File: src/rtl/nor_exerciser_if.sv
// nor_exerciser_if
// Purpose : bundles the control and status signals of the NOR-gate exerciser
//           with the drive/observe connections to the gate under test.
// Signals : start     - request one full truth-table pass
//           y_in      - output of the NOR gate under test
//           a_out     - drive to gate input A
//           b_out     - drive to gate input B
//           busy      - pass in progress
//           done      - one-cycle end-of-pass pulse
//           pass      - last completed pass had zero mismatches
//           err_count - mismatching vectors in current/last pass (0..4)
//           fail_vec  - bit i set when vector {A,B}=i mismatched
// Modports: master - the side that requests passes and closes the loop
//                    through the gate (testbench / system)
//           slave  - the exerciser itself
interface nor_exerciser_if;
    logic       start;
    logic       y_in;
    logic       a_out;
    logic       b_out;
    logic       busy;
    logic       done;
    logic       pass;
    logic [2:0] err_count;
    logic [3:0] fail_vec;

    modport master (
        output start,
        output y_in,
        input  a_out,
        input  b_out,
        input  busy,
        input  done,
        input  pass,
        input  err_count,
        input  fail_vec
    );

    modport slave (
        input  start,
        input  y_in,
        output a_out,
        output b_out,
        output busy,
        output done,
        output pass,
        output err_count,
        output fail_vec
    );
endinterface

File: src/rtl/nor_exerciser.sv
// nor_exerciser
// Purpose : walks a 2-input NOR gate through its truth table (00,01,10,11),
//           holds each vector SETTLE_CYCLES cycles, samples the gate output
//           for one cycle and records mismatches. X/Z on y_in is a mismatch.
// Params  : SETTLE_CYCLES - settle time per vector, legal range 1..15
// Ports   : clk - rising-edge clock
//           rst - asynchronous, active-high reset
//           bus - nor_exerciser_if.slave (start, y_in in; a_out, b_out,
//                 busy, done, pass, err_count, fail_vec out; all registered)
module nor_exerciser #(
    parameter int unsigned SETTLE_CYCLES = 2
) (
    input  logic                 clk,
    input  logic                 rst,
    nor_exerciser_if.slave       bus
);

    typedef enum logic [1:0] {
        ST_IDLE   = 2'd0,
        ST_SETTLE = 2'd1,
        ST_SAMPLE = 2'd2,
        ST_DONE   = 2'd3
    } state_t;

    // Counter value seen in the last settle cycle of a vector.
    localparam logic [3:0] LP_SETTLE_LAST = 4'(SETTLE_CYCLES - 32'd1);

    // Expected NOR response for the vector addressed by idx = {A,B}.
    function automatic logic f_nor_expected(input logic [1:0] idx);
        return ~(idx[1] | idx[0]);
    endfunction

    state_t     r_state;
    state_t     w_state_next;
    logic [1:0] r_idx;
    logic [3:0] r_cnt;
    logic       r_a;
    logic       r_b;
    logic       r_busy;
    logic       r_done;
    logic       r_pass;
    logic [2:0] r_err;
    logic [3:0] r_fail;

    logic       w_expected;
    logic       w_mismatch;
    logic [2:0] w_err_next;
    logic [3:0] w_fail_next;
    logic [1:0] w_idx_next;

    // Compare y_in against the expected value; any non-0/1 level falls to default.
    always_comb begin
        w_expected = f_nor_expected(r_idx);
        w_mismatch = 1'b1;
        case (bus.y_in)
            1'b0:    w_mismatch = w_expected;
            1'b1:    w_mismatch = ~w_expected;
            default: w_mismatch = 1'b1;
        endcase
    end

    // Error bookkeeping for the current sample; the count saturates at 4.
    always_comb begin
        w_idx_next  = r_idx + 2'd1;
        w_err_next  = r_err;
        w_fail_next = r_fail;
        if (w_mismatch) begin
            w_fail_next = r_fail | (4'b0001 << r_idx);
            if (r_err < 3'd4) begin
                w_err_next = r_err + 3'd1;
            end else begin
                w_err_next = r_err;
            end
        end else begin
            w_fail_next = r_fail;
            w_err_next  = r_err;
        end
    end

    // Next-state logic of the pass sequencer.
    always_comb begin
        w_state_next = r_state;
        case (r_state)
            ST_IDLE: begin
                if (bus.start) begin
                    w_state_next = ST_SETTLE;
                end else begin
                    w_state_next = ST_IDLE;
                end
            end
            ST_SETTLE: begin
                if (r_cnt == LP_SETTLE_LAST) begin
                    w_state_next = ST_SAMPLE;
                end else begin
                    w_state_next = ST_SETTLE;
                end
            end
            ST_SAMPLE: begin
                if (r_idx == 2'd3) begin
                    w_state_next = ST_DONE;
                end else begin
                    w_state_next = ST_SETTLE;
                end
            end
            ST_DONE: w_state_next = ST_IDLE;
            default: w_state_next = ST_IDLE;
        endcase
    end

    // State register.
    always_ff @(posedge clk or posedge rst) begin
        if (rst) begin
            r_state <= ST_IDLE;
        end else begin
            r_state <= w_state_next;
        end
    end

    // Datapath and registered outputs; results hold in IDLE until a new start.
    always_ff @(posedge clk or posedge rst) begin
        if (rst) begin
            r_idx  <= 2'd0;
            r_cnt  <= 4'd0;
            r_a    <= 1'b0;
            r_b    <= 1'b0;
            r_busy <= 1'b0;
            r_done <= 1'b0;
            r_pass <= 1'b0;
            r_err  <= 3'd0;
            r_fail <= 4'd0;
        end else begin
            case (r_state)
                ST_IDLE: begin
                    r_done <= 1'b0;
                    if (bus.start) begin
                        r_idx  <= 2'd0;
                        r_cnt  <= 4'd0;
                        r_a    <= 1'b0;
                        r_b    <= 1'b0;
                        r_busy <= 1'b1;
                        r_pass <= 1'b0;
                        r_err  <= 3'd0;
                        r_fail <= 4'd0;
                    end
                end
                ST_SETTLE: begin
                    r_cnt <= r_cnt + 4'd1;
                end
                ST_SAMPLE: begin
                    r_err  <= w_err_next;
                    r_fail <= w_fail_next;
                    if (r_idx == 2'd3) begin
                        // Last vector: publish the verdict including this sample.
                        r_busy <= 1'b0;
                        r_done <= 1'b1;
                        r_pass <= (w_err_next == 3'd0);
                    end else begin
                        // Next vector goes out on the same edge as the compare.
                        r_idx <= w_idx_next;
                        r_a   <= w_idx_next[1];
                        r_b   <= w_idx_next[0];
                        r_cnt <= 4'd0;
                    end
                end
                ST_DONE: begin
                    r_done <= 1'b0;
                end
                default: begin
                    r_done <= 1'b0;
                    r_busy <= 1'b0;
                end
            endcase
        end
    end

    assign bus.a_out     = r_a;
    assign bus.b_out     = r_b;
    assign bus.busy      = r_busy;
    assign bus.done      = r_done;
    assign bus.pass      = r_pass;
    assign bus.err_count = r_err;
    assign bus.fail_vec  = r_fail;

endmodule
File: src/flat_wrapper.sv
// flat-port wrapper written by rule: the top's interface ports become plain ports
module nor_exerciser_flat 
#(
    parameter int unsigned SETTLE_CYCLES = 2
)
  (clk, rst, bus_start, bus_y_in, bus_a_out, bus_b_out, bus_busy, bus_done, bus_pass, bus_err_count, bus_fail_vec);
  nor_exerciser_if bus_i ();
  input  logic clk;
  input  logic rst;
  input wire logic [$bits(bus_i.start)-1:0] bus_start;
  input wire logic [$bits(bus_i.y_in)-1:0] bus_y_in;
  output wire logic [$bits(bus_i.a_out)-1:0] bus_a_out;
  output wire logic [$bits(bus_i.b_out)-1:0] bus_b_out;
  output wire logic [$bits(bus_i.busy)-1:0] bus_busy;
  output wire logic [$bits(bus_i.done)-1:0] bus_done;
  output wire logic [$bits(bus_i.pass)-1:0] bus_pass;
  output wire logic [$bits(bus_i.err_count)-1:0] bus_err_count;
  output wire logic [$bits(bus_i.fail_vec)-1:0] bus_fail_vec;
  assign bus_i.start = bus_start;
  assign bus_i.y_in = bus_y_in;
  assign bus_a_out = bus_i.a_out;
  assign bus_b_out = bus_i.b_out;
  assign bus_busy = bus_i.busy;
  assign bus_done = bus_i.done;
  assign bus_pass = bus_i.pass;
  assign bus_err_count = bus_i.err_count;
  assign bus_fail_vec = bus_i.fail_vec;
  nor_exerciser #(.SETTLE_CYCLES(SETTLE_CYCLES)) u_core (.clk(clk), .rst(rst), .bus(bus_i));
endmodule
File: config.mk
export PLATFORM = sky130hd
export DESIGN_NAME = nor_exerciser_flat
export DESIGN_NICKNAME = d
export VERILOG_FILES = /design/src/rtl/nor_exerciser_if.sv /design/src/rtl/nor_exerciser.sv /design/src/flat_wrapper.sv
export SDC_FILE = /design/constraint.sdc
export NUM_CORES = 1
export LEC_CHECK = 0
export BUFFER_PORTS_ARGS = -buffer_cell sky130_fd_sc_hd__buf_2
export CAP_MARGIN = 10
export CORE_MARGIN = 2
export CORE_UTILIZATION = 58
export CTS_BUF_LIST = sky130_fd_sc_hd__clkbuf_4
export CTS_CLUSTER_DIAMETER = 200
export CTS_CLUSTER_SIZE = 24
export DETAILED_ROUTE_END_ITERATION = 10
export PLACE_DENSITY = 0.9
export REMOVE_ABC_BUFFERS = 1
export SYNTH_ARGS = -nofsm -noshare
export SYNTH_HDL_FRONTEND = slang
export SYNTH_SLANG_ARGS = --single-unit
File: constraint.sdc
create_clock -name clk -period 2.2 [get_ports clk]
set_input_delay 0.11 -clock clk [delete_from_list [all_inputs] [get_ports clk]]
set_output_delay 0.11 -clock clk [all_outputs]
set_load 0.03 [all_outputs]
# --- After elaboration in Yosys (flattened, before gate mapping) ---
# Cells that the tools add are included.
word_totals:
  ff_bits: 20
  in_bits: 4
  output_inout_bits: 12
  elab_cells: 69
op_classes:
  addsub: 3
  magnitude_cmp: 1
  eq_ne: 9
  shifts: 1
  mux: 29
  n_bitwise: 4
  reduce_logical: 12
ops:
  columns: ["op", "count"]
  rows:
  - ["2-to-1 mux 4 bit", 3]
  - ["one-hot mux 1 bit (2 select lines)", 6]
  - ["one-hot mux 4 bit (3 select lines)", 1]
  - ["AND reduction 3 bit", 4]
  - ["2-to-1 mux 3 bit", 3]
  - ["2-to-1 mux 1 bit", 8]
  - ["2-to-1 mux 2 bit", 4]
  - ["one-hot mux 2 bit (4 select lines)", 1]
  - ["one-hot mux 4 bit (2 select lines)", 1]
  - ["equality test 2 bit (second input constant)", 3]
  - ["one-hot mux 3 bit (2 select lines)", 1]
  - ["adder 4 x 1 -> 4 bit (second input constant)", 1]
  - ["equality test 4 x 1 -> 1 bit (second input constant)", 1]
  - ["!= test 2 x 1 -> 1 bit (second input constant)", 2]
  - ["!= test 2 bit (second input constant)", 2]
  - ["OR 4 bit", 1]
  - ["one-hot mux 2 bit (2 select lines)", 1]
  - ["AND reduction 2 bit", 2]
  - ["nonzero test 2 bit", 2]
  - ["<< shifter 1 x 2 -> 4 bit (first input constant)", 1]
  - ["adder 3 x 1 -> 3 bit (second input constant)", 1]
  - ["zero test 3 bit", 1]
  - ["less-than comparator 3 bit (second input constant)", 1]
  - ["nonzero test 3 bit", 1]
  - ["other kinds (6)", 7]

# --- Logic depth before layout (Yosys ltp) ---
# Gate-level depths: netlist of the first run.
logic_depth:
  depth_word: 7
  mapped_depth: 6
  ltp_nobuf: 5

# --- Worst setup path before layout of the first run ---
# No wires, ideal clock.
synth_path:
  path_kind: "register to register"
  from: "reg, netlist name u_core.bus.b_out"
  to: "reg u_core.r_cnt[3]"
  setup_ns: 0.124
  arrival_ns: 1.572
  t_required_ns: 2.076
  setup_slack_ns: 0.504
  stages_incl_launch_ff: 6
  path_buffers: 1
  path_cell_list: "dfrtp_1 > ha_1 > buf_2 > and2_4 > o31a_1 > a211o_1"
synth_lines:
  columns: ["item", "line", "rtl"]
  rows:
  - ["end signal: assignment", "nor_exerciser.sv:147", "r_cnt <= r_cnt + 4'd1;"]
  - ["end: declaration", "nor_exerciser.sv:36", "logic [3:0] r_cnt;"]

# --- Worst setup path in the final report of the first run ---
layout_path:
  from: "reg u_core.r_state[0]"
  to: "reg u_core.r_pass, in the netlist u_core.bus.pass"
layout_via:
  elab_chain_cells: 3
layout_lines:
  columns: ["item", "line", "rtl"]
  rows:
  - ["start: declaration", "nor_exerciser.sv:33", "state_t r_state;"]
  - ["start signal: assignment", "nor_exerciser.sv:115", "r_state <= w_state_next;"]
  - ["equality test 2 bit / zero test 2 bit (equally long branches)", "nor_exerciser.sv:132", "case (r_state)"]
  - ["!= test 2 x 1 -> 1 bit (no line), or another cell as far along", null, null]
  - ["AND reduction 3 bit (no line)", null, null]
  - ["end signal: assignment", "nor_exerciser.sv:156", "r_pass <= (w_err_next == 3'd0);"]
  - ["end: declaration", "nor_exerciser.sv:41", "logic r_pass;"]
# Several ways; a longest one is shown, not always the timed one.
# A chain may end at the register's enable or synchronous reset.

==> results_dict.tcl, run 1 <==
set metrics [dict create \
    postCtsSetupBuffers 0 \
    instances_no_fill 153 \
    cap_violations 0 \
    clkSinkCount 18 \
    synth-compound-area-share_pct 18.2 \
    finalHoldViolCount 0 \
    syn_avg_cell_area_um2 9.95 \
    drt_wl_total_mm 2.13 \
    synth-adder-area-share_pct 13.6 \
    slowest_stage "dfrtp_1" \
    place_area_um2 1200 \
    setup_tns_ps 0 \
    synthFlopType "dfrtp_1" \
    diodes 0 \
    drc 0 \
    tightest_slew_ps 682 \
    gp_congestion 0.794 \
    wl_per_cell_um 13.9 \
    synth_xor_xnor_area_share_pct 1.59 \
    finalMaxSlewViolations 0 \
    slew_headroom_pct 54.5 \
    ys_seq_area_share_pct 40.8 \
    grt_use_total_pct 21.4 \
    ios 16 \
    clkTransAtPathRegs_ps 100 \
    area_delta_synth_final_pct 12.0 \
    whs_path_depth 3 \
    synthArstFlopShare_pct 100 \
    core.rowCount 15 \
    yosysWarnings 0 \
    coreArea_um2 1760 \
    antenna_left 0 \
    syn-instance-count 111 \
    clock_latency_ps 300 \
    overflow 0 \
    setup_violations 0 \
    cts_buffer_depth 2 \
    cts_tree "yes" \
    drive_gt1_share_pct 18.8 \
    worst_setup_path_end_kind "flop" \
    first_pass_iters 4 \
    synthesis.area_um2 1100 \
    fp.dieW_um 47.6 \
    fmax_mhz 610 \
    fp.dieH_um 47.6 \
    grt_setup_unrepaired "false" \
    period_share_pct 74.5 \
    cts_buffers 3 \
    cp-start-kind "flop" \
    p_total_uw 1010 \
    die_area_um2 2270 \
    viasPerCell 5.82 \
    grt_max_degree 19 \
    drt_iter0_markers 22 \
    cts-root-buf "clkbuf_4" \
    grt_pass1_vias 824 \
    dpl.cell_count 149 \
    yosys.area_share.simple_pct 17.6 \
    final_area_um2 1240 \
    grt_pass1_wl_mm 3.36 \
    initial_core_util_pct 62.6 \
    synth-edff-count 0 \
    synth_top_family_by_area "compound AO/OA/AOI/OAI gates" \
    vias 890 \
    htreeDepth 1 \
    worstPathRequired_ps 2400 \
    crit_fanout 14 \
    max_stage_delay_ps 420 \
    fin_skew_ps 5.31 \
    ir_drop_mv 0.491 \
    critical_path.top_delay_family "flip-flops" \
    crit_arrival_ps 1840 \
    min_path_type "primary input to flop" \
    nNetsFinal 146 \
    cp.depth 5 \
    r2r_cells 5 \
    p_leak_uw 0.000613 \
    synth_cell_type_count 36 \
    status "finished, final reports clean" \
    worst-path-buf-inv 2 \
    power.density_nw_per_um2 817 \
    synth.area.mux_share_pct 4.64 \
    antenna_found_initial 0 \
    worstSetupPathType "flop to flop" \
    path_cells "inv_1 -> ha_1 -> buf_4 -> nand2_1 -> o41ai_2" \
    dpl.hpwl_mm 1.62 \
    port_buffers 15 \
    min_period_ps 1640 \
    ys_ff_latch 18 \
]
## where the power goes
part | leakage (µW) | internal [µW] | switching, µW
clock network | 0.0000138 | 63.9 | 102
logic | 0.000357 | 167 | 260
registers | 0.000242 | 370 | 48.0
## final timing paths
path | slack (ps) | from | endpoint
worst max-delay path | 560 | u_core.r_state[0]$_DFF_PP0_ | u_core.bus.pass$_DFFE_PP0P_
worst min-delay path | 110 | bus_start | u_core.r_state[0]$_DFF_PP0_
worst max register to register | 560 | u_core.r_state[0]$_DFF_PP0_ | u_core.bus.pass$_DFFE_PP0P_
worst min register to register | 510 | u_core.bus.fail_vec[2]$_DFFE_PP0P_ | u_core.bus.fail_vec[2]$_DFFE_PP0P_
max in group asynchronous | 1320 | rst | u_core.bus.done$_DFFE_PP0P_
min in group asynchronous | 440 | rst | u_core.bus.err_count[2]$_DFFE_PP0P_
## placed cells by master, fill, tap and decap left out, types with 2 or more instances in the layout
cell type and count:
dfrtp_1 18, buf_2 15, nand2_1 12, ha_1 12
o21ai_0 7, inv_1 7, o21ai_1 6, mux2i_1 4
nand2b_1 4, a21oi_1 4, nor2_1 3, a22o_1 3
nand3_1 3, clkbuf_4 3, nor2b_1 2, o211ai_1 2
o311ai_1 2
## what timing repair did
item	CTS	global route
endpoints found under the hold margin	18	0
resized for setup	0	0
hold buffers	1	0
## kinds of logic after synthesis
group | count (synthesis)
AO/OA/AOI/OAI | 30
multiplexers | 5
buffers and inverters | 10
adder cells (fa/ha/maj) | 12
XOR/XNOR | 2
flip-flops | 18
AND/OR/NAND/NOR | 34
## per-layer routing
layer  share of wire (%)  vias to the layer above  track usage, %
met3                 4.3                        9            4.15
met2                  47                       28            35.1
met1                  46                      423            25.5
met5                   0                        -               0
li1                    -                      430               -
met4                 2.8                        0            14.1
## registers in the layout (all words and copies together), names as in the netlist
signal,cells
u_core.bus.a_out,1
u_core.bus.b_out,1
u_core.bus.busy,1
u_core.bus.done,1
u_core.bus.err_count,3
u_core.bus.fail_vec,4
u_core.bus.pass,1
u_core.r_cnt,4
u_core.r_state,2
## worst register-to-register path: stages (launching register included)
cell and delay [ps]:
dfrtp_1 420, inv_1 110, ha_1 320, buf_4 240, nand2_1 150, o41ai_2 310
## cells in the mapped netlist, types with 2 or more instances
library cell	instances	share of area, %
o211ai_1	2	1.4
mux2i_1	4	3.6
nor2b_1	2	1.1
ha_1	12	14
nand3_1	3	1.4
a22o_1	3	2.4
nand2_1	12	4.1
buf_2	2	0.91
nor2_1	3	1.0
dfrtp_1	18	41
o21ai_0	7	3.2
o311ai_1	2	1.6
inv_1	7	2.4
a21oi_1	4	1.8
o21ai_1	6	2.7
nand2b_1	4	2.3
## metrics by stage
stage	hold WS [ps]	util (%)	setup slack (ps)
after floorplan	48.6	-	540
after global placement	241	68.3	643
after detailed placement	246	68.3	567
after CTS	124	70.1	553
after global routing	138	70.1	428
final	115	70.1	562
## final cells by class
cell class,count,area [µm²]
multi-input cells,83,614
repair buffers,17,92.6
inverters,7,26.3
well taps,25,31.3
fillers,146,527
clock buffers,3,22.5
flip-flops and latches,18,450
Power figures use the tool's default switching activity.
==> run 2, diff against run 1 <==
- clock period: 2.2 -> 1.7 ns (I/O delays scaled with it)
==> results_dict.tcl, run 2 (synthesis gave the netlist of run 1 again) <==
set metrics [dict create \
    status "finished, final reports clean" \
    fp.dieH_um 47.6 \
    slew_headroom_pct 53.7 \
    dpl.hpwl_mm 1.63 \
    clock_latency_ps 300 \
    cts-root-buf "clkbuf_4" \
    fmax_mhz 616 \
    drt_iter0_markers 9 \
    vias 905 \
    seq_area_um2 453 \
    finalMaxSlewViolations 0 \
    cap_violations 0 \
    core.rowCount 15 \
    initial_core_util_pct 62.6 \
    min_path_type "primary input to flop" \
    cts_buffer_depth 2 \
    wl_per_cell_um 14.4 \
    grt_use_total_pct 22.0 \
    power.density_nw_per_um2 1070 \
    antenna_found_initial 0 \
    worstSetupPathType "flop to flop" \
    antenna_left 0 \
    setup_violations 0 \
    met3_length_um 96 \
    crit_fanout 5 \
    grt_max_degree 19 \
    fin_skew_ps 7.87 \
    worst_setup_path_end_kind "flop" \
    final_common_cell "dfrtp_1" \
    drc 0 \
    p_leak_uw 0.000618 \
    whs_path_depth 3 \
    clkTransAtPathRegs_ps 110 \
    grt_setup_unrepaired "false" \
    viasPerCell 5.84 \
    clkSinkCount 18 \
    die_area_um2 2270 \
    diodes 0 \
    place_ws_ps 74.0 \
    drt_wl_total_mm 2.23 \
    ir_drop_mv 0.737 \
    gp_congestion 0.864 \
    crit_arrival_ps 1820 \
    tightest_slew_ps 693 \
    ios 16 \
    place_area_um2 1210 \
    dr_wl_met2_mm 1.12 \
    multiInputGateArea_um2 636 \
    postCtsSetupBuffers 0 \
    cts_buffers 3 \
    drive_gt1_share_pct 22.3 \
    wirelength_met1_um 976 \
    htreeDepth 1 \
    top_layer "met4" \
    cts_tree "yes" \
    final_cell_mix "16 x dfrtp_1, 15 x buf_2, 12 x nand2_1" \
    setup_tns_ps 0 \
    min_period_ps 1620 \
    nNetsFinal 147 \
    grt_pass1_wl_mm 3.47 \
    period_share_pct 95.4 \
    final_area_um2 1270 \
    setup_ws_ps 77.4 \
    finalHoldViolCount 0 \
    first_pass_iters 4 \
    coreArea_um2 1760 \
    grt_pass1_vias 837 \
    worstPathRequired_ps 1900 \
    rrSetupSlack_ps 80 \
    port_buffers 15 \
    overflow 0 \
    cp-start-kind "flop" \
    r2r_cells 5 \
    fp.dieW_um 47.6 \
    area_delta_synth_final_pct 15.2 \
    nFillCells 142 \
]
[run 2: critical path, cell delays in order, from the launching register on]
cell,delay (ps)
dfrtp_1,420
inv_1,160
ha_1,300
mux2i_2,400
o21ai_0,170
o41ai_2,70
[run 2: final cells by class]
| cell class | count | area share (%) |
|---|---|---|
| Multi-Input combinational cell | 83 | 50.0 |
| Timing Repair Buffer | 18 | 7.87 |
| Clock inverter | 1 | 0.295 |
| Clock buffer | 3 | 1.77 |
| Tap cell | 25 | 2.46 |
| Sequential cell | 18 | 35.6 |
| Inverter | 7 | 2.06 |
[run 2: per-stage QoR]
step / util (%) / power (µW) / hold WS (ps) / instances
final: 72.1 / 1360 / 85.1 / 155
after global routing: 72.1 / 1460 / 93.2 / 155
after CTS: 70.8 / 1330 / 62.2 / 155
after detailed placement: 68.7 / 1100 / 225 / 150
after global placement: 68.7 / 1080 / 218 / 150
after floorplan: - / 965 / 23.6 / 108
[run 2: what timing repair did]
| action | CTS | global route |
|---|---|---|
| hold buffers | 1 | 0 |
| resized for setup | 0 | 6 |
| endpoints found under the setup margin | 0 | 3 |
| endpoints found under the hold margin | 18 | 0 |
[run 2: path summary, 6_finish.rpt]
kind,start,end
max,u_core.r_state[0]$_DFF_PP0_,u_core.bus.pass$_DFFE_PP0P_
min,bus_start,u_core.r_state[0]$_DFF_PP0_
max reg2reg,u_core.r_state[0]$_DFF_PP0_,u_core.bus.pass$_DFFE_PP0P_
min reg2reg,u_core.bus.fail_vec[1]$_DFFE_PP0P_,u_core.bus.fail_vec[1]$_DFFE_PP0P_
max in group asynchronous,rst,u_core.bus.a_out$_DFFE_PP0P_
min in group asynchronous,rst,u_core.bus.err_count[2]$_DFFE_PP0P_
[run 2: report_power, final]
group	internal, µW	total, µW	switching (µW)
logic	235	594	359
registers	481	546	64.4
clock network	85.7	222	137
total	802	1360	560
[run 2: per-layer routing]
layer / up-vias / global-route usage, %
li1: 433 / -
met1: 441 / 25.9
met2: 26 / 40.0
met3: 5 / 3.40
met4: 0 / 8.65
met5: - / 0
==> run 3, diff against run 2 <==
- CORE_UTILIZATION: 58 -> 49
- PLACE_DENSITY: 0.9 -> 0.79
==> results_dict.tcl, run 3 (synthesis gave the netlist of run 1 again) <==
set metrics [dict create \
    status "finished, final reports clean" \
    wirelength_met1_mm 1.00 \
    finalHoldViolCount 0 \
    clkSinkCount 18 \
    p_sw_uw 532 \
    drive_gt1_share_pct 19.8 \
    nNetsFinal 148 \
    antenna_found_initial 0 \
    instances_no_fill 159 \
    drc 0 \
    grt_max_degree 19 \
    ios 16 \
    min_path_type "primary input to flop" \
    cap_violations 0 \
    pwr-share-comb_pct 42.0 \
    ir_drop_mv 0.907 \
    p_seq_share_pct 41.1 \
    cts_buffers 3 \
    dpl.cell_count 154 \
    wl_per_cell_um 13.6 \
    htreeDepth 1 \
    worst_setup_path_end_kind "flop" \
    min_period_ps 1580 \
    initial_core_util_pct 50.9 \
    vias 889 \
    period_share_pct 92.8 \
    tightest_slew_ps 704 \
    dr_wl_met2_mm 1.03 \
    final_cell_mix "18 x dfrtp_1, 15 x buf_2, 12 x nand2_1, 12 x ha_1" \
    gp_congestion 0.819 \
    worstSetupPathType "flop to flop" \
    crit_fanout 7 \
    setup_tns_ps 0 \
    dpl.hpwl_mm 1.65 \
    core.rowCount 17 \
    fin_skew_ps 9.37 \
    final_common_cell "dfrtp_1" \
    cp-start-kind "flop" \
    grt_setup_unrepaired "false" \
    p_leak_uw 0.000626 \
    crit_arrival_ps 1770 \
    top_layer "met4" \
    slew_headroom_pct 53.0 \
    grt_pass1_vias 873 \
    drt_wl_total_mm 2.16 \
    area_delta_synth_final_pct 14.0 \
    antenna_left 0 \
    fp.dieW_um 51.5 \
    fp.dieH_um 51.5 \
    cts-root-buf "clkbuf_4" \
    die_area_um2 2650 \
    setup_violations 0 \
    cts_buffer_depth 2 \
    clock_latency_ps 300 \
    drt_iter0_markers 14 \
    diodes 0 \
    grt_pass1_wl_mm 3.80 \
    final_util_pct 58.1 \
    fmax_mhz 634 \
    first_pass_iters 4 \
    viasPerCell 5.59 \
    overflow 0 \
    port_buffers 15 \
    p_int_uw 784 \
    power.density_nw_per_um2 1040 \
    clock_power_share_pct 16.8 \
    cts_tree "yes" \
    hold-worst-slack_ps 66.0 \
    clkTransAtPathRegs_ps 110 \
    coreArea_um2 2170 \
    finalMaxSlewViolations 0 \
    swShare_pct 40.4 \
    grt_use_total_pct 19.1 \
    met3_length_um 107 \
    postCtsSetupBuffers 0 \
    worstPathRequired_ps 1900 \
]
run 3: cell types whose count changed in the layout (fill, tap and decap cells not counted):
cell | before | now
nor2b_4 | 1 | 0
nor2b_2 | 0 | 1
mux2i_1 | 3 | 4
buf_4 | 2 | 3
mux2i_2 | 1 | 0
dfrtp_1 | 16 | 18
ha_1 | 11 | 12
ha_4 | 1 | 0
dfrtp_2 | 2 | 0
run 3: power by group through the flow:
stage	clock network [µW]	registers [µW]	logic, µW
floorplan	0	569	397
global placement	0	544	535
detailed placement	0	550	551
CTS	228	542	558
global route	251	552	628
finish	221	541	553
run 3: final timing paths:
| kind | start | end | slack, ps | depth (start not counted) |
|---|---|---|---|---|
| min in group asynchronous | rst | u_core.bus.fail_vec[2]$_DFFE_PP0P_ | 440 | 3 |
| worst max-delay path | u_core.bus.b_out$_DFFE_PP0P_ | u_core.bus.pass$_DFFE_PP0P_ | 120 | 5 |
| worst min-delay path | bus_start | u_core.r_state[0]$_DFF_PP0_ | 70 | 3 |
| worst max register to register | u_core.bus.b_out$_DFFE_PP0P_ | u_core.bus.pass$_DFFE_PP0P_ | 120 | 5 |
| worst min register to register | u_core.bus.busy$_DFFE_PP0P_ | u_core.bus.busy$_DFFE_PP0P_ | 530 | 1 |
| max in group asynchronous | rst | u_core.bus.err_count[0]$_DFFE_PP0P_ | 810 | 3 |
run 3: critical path, cell delays in order, from the launching register on:
cell,delay [ps]
dfrtp_1,460
inv_1,90
ha_1,250
xor2_1,240
mux2i_1,130
o41ai_2,300
run 3: area by class of cell:
class / instances / area (µm²)
fillers: 206 / 910
flip-flops and latches: 18 / 450
well taps: 28 / 35.0
repair buffers: 19 / 108
clock buffers: 3 / 22.5
inverters: 7 / 26.3
multi-input cells: 83 / 614
clock inverters: 1 / 3.75
run 3: what timing repair did:
| action | CTS | global route |
|---|---|---|
| hold endpoints to repair | 18 | 0 |
| gates resized for setup | 0 | 0 |
| endpoints found under the setup margin | 0 | 0 |
| hold buffers | 1 | 0 |
run 3: routing by layer:
metal  up-vias  track usage [%]
met2        24             32.3
met4         0             5.70
met3         5             4.68
met1       426             23.8
li1        434                -
met5         -                0
run 3: per-stage QoR:
step | instance area [µm²] | setup slack [ps] | power, µW
after floorplan | 1090 | 40.0 | 965
after CTS | 1260 | 106 | 1330
after global routing | 1260 | 14.8 | 1430
after detailed placement | 1220 | 134 | 1100
after global placement | 1220 | 186 | 1080
final | 1260 | 123 | 1320
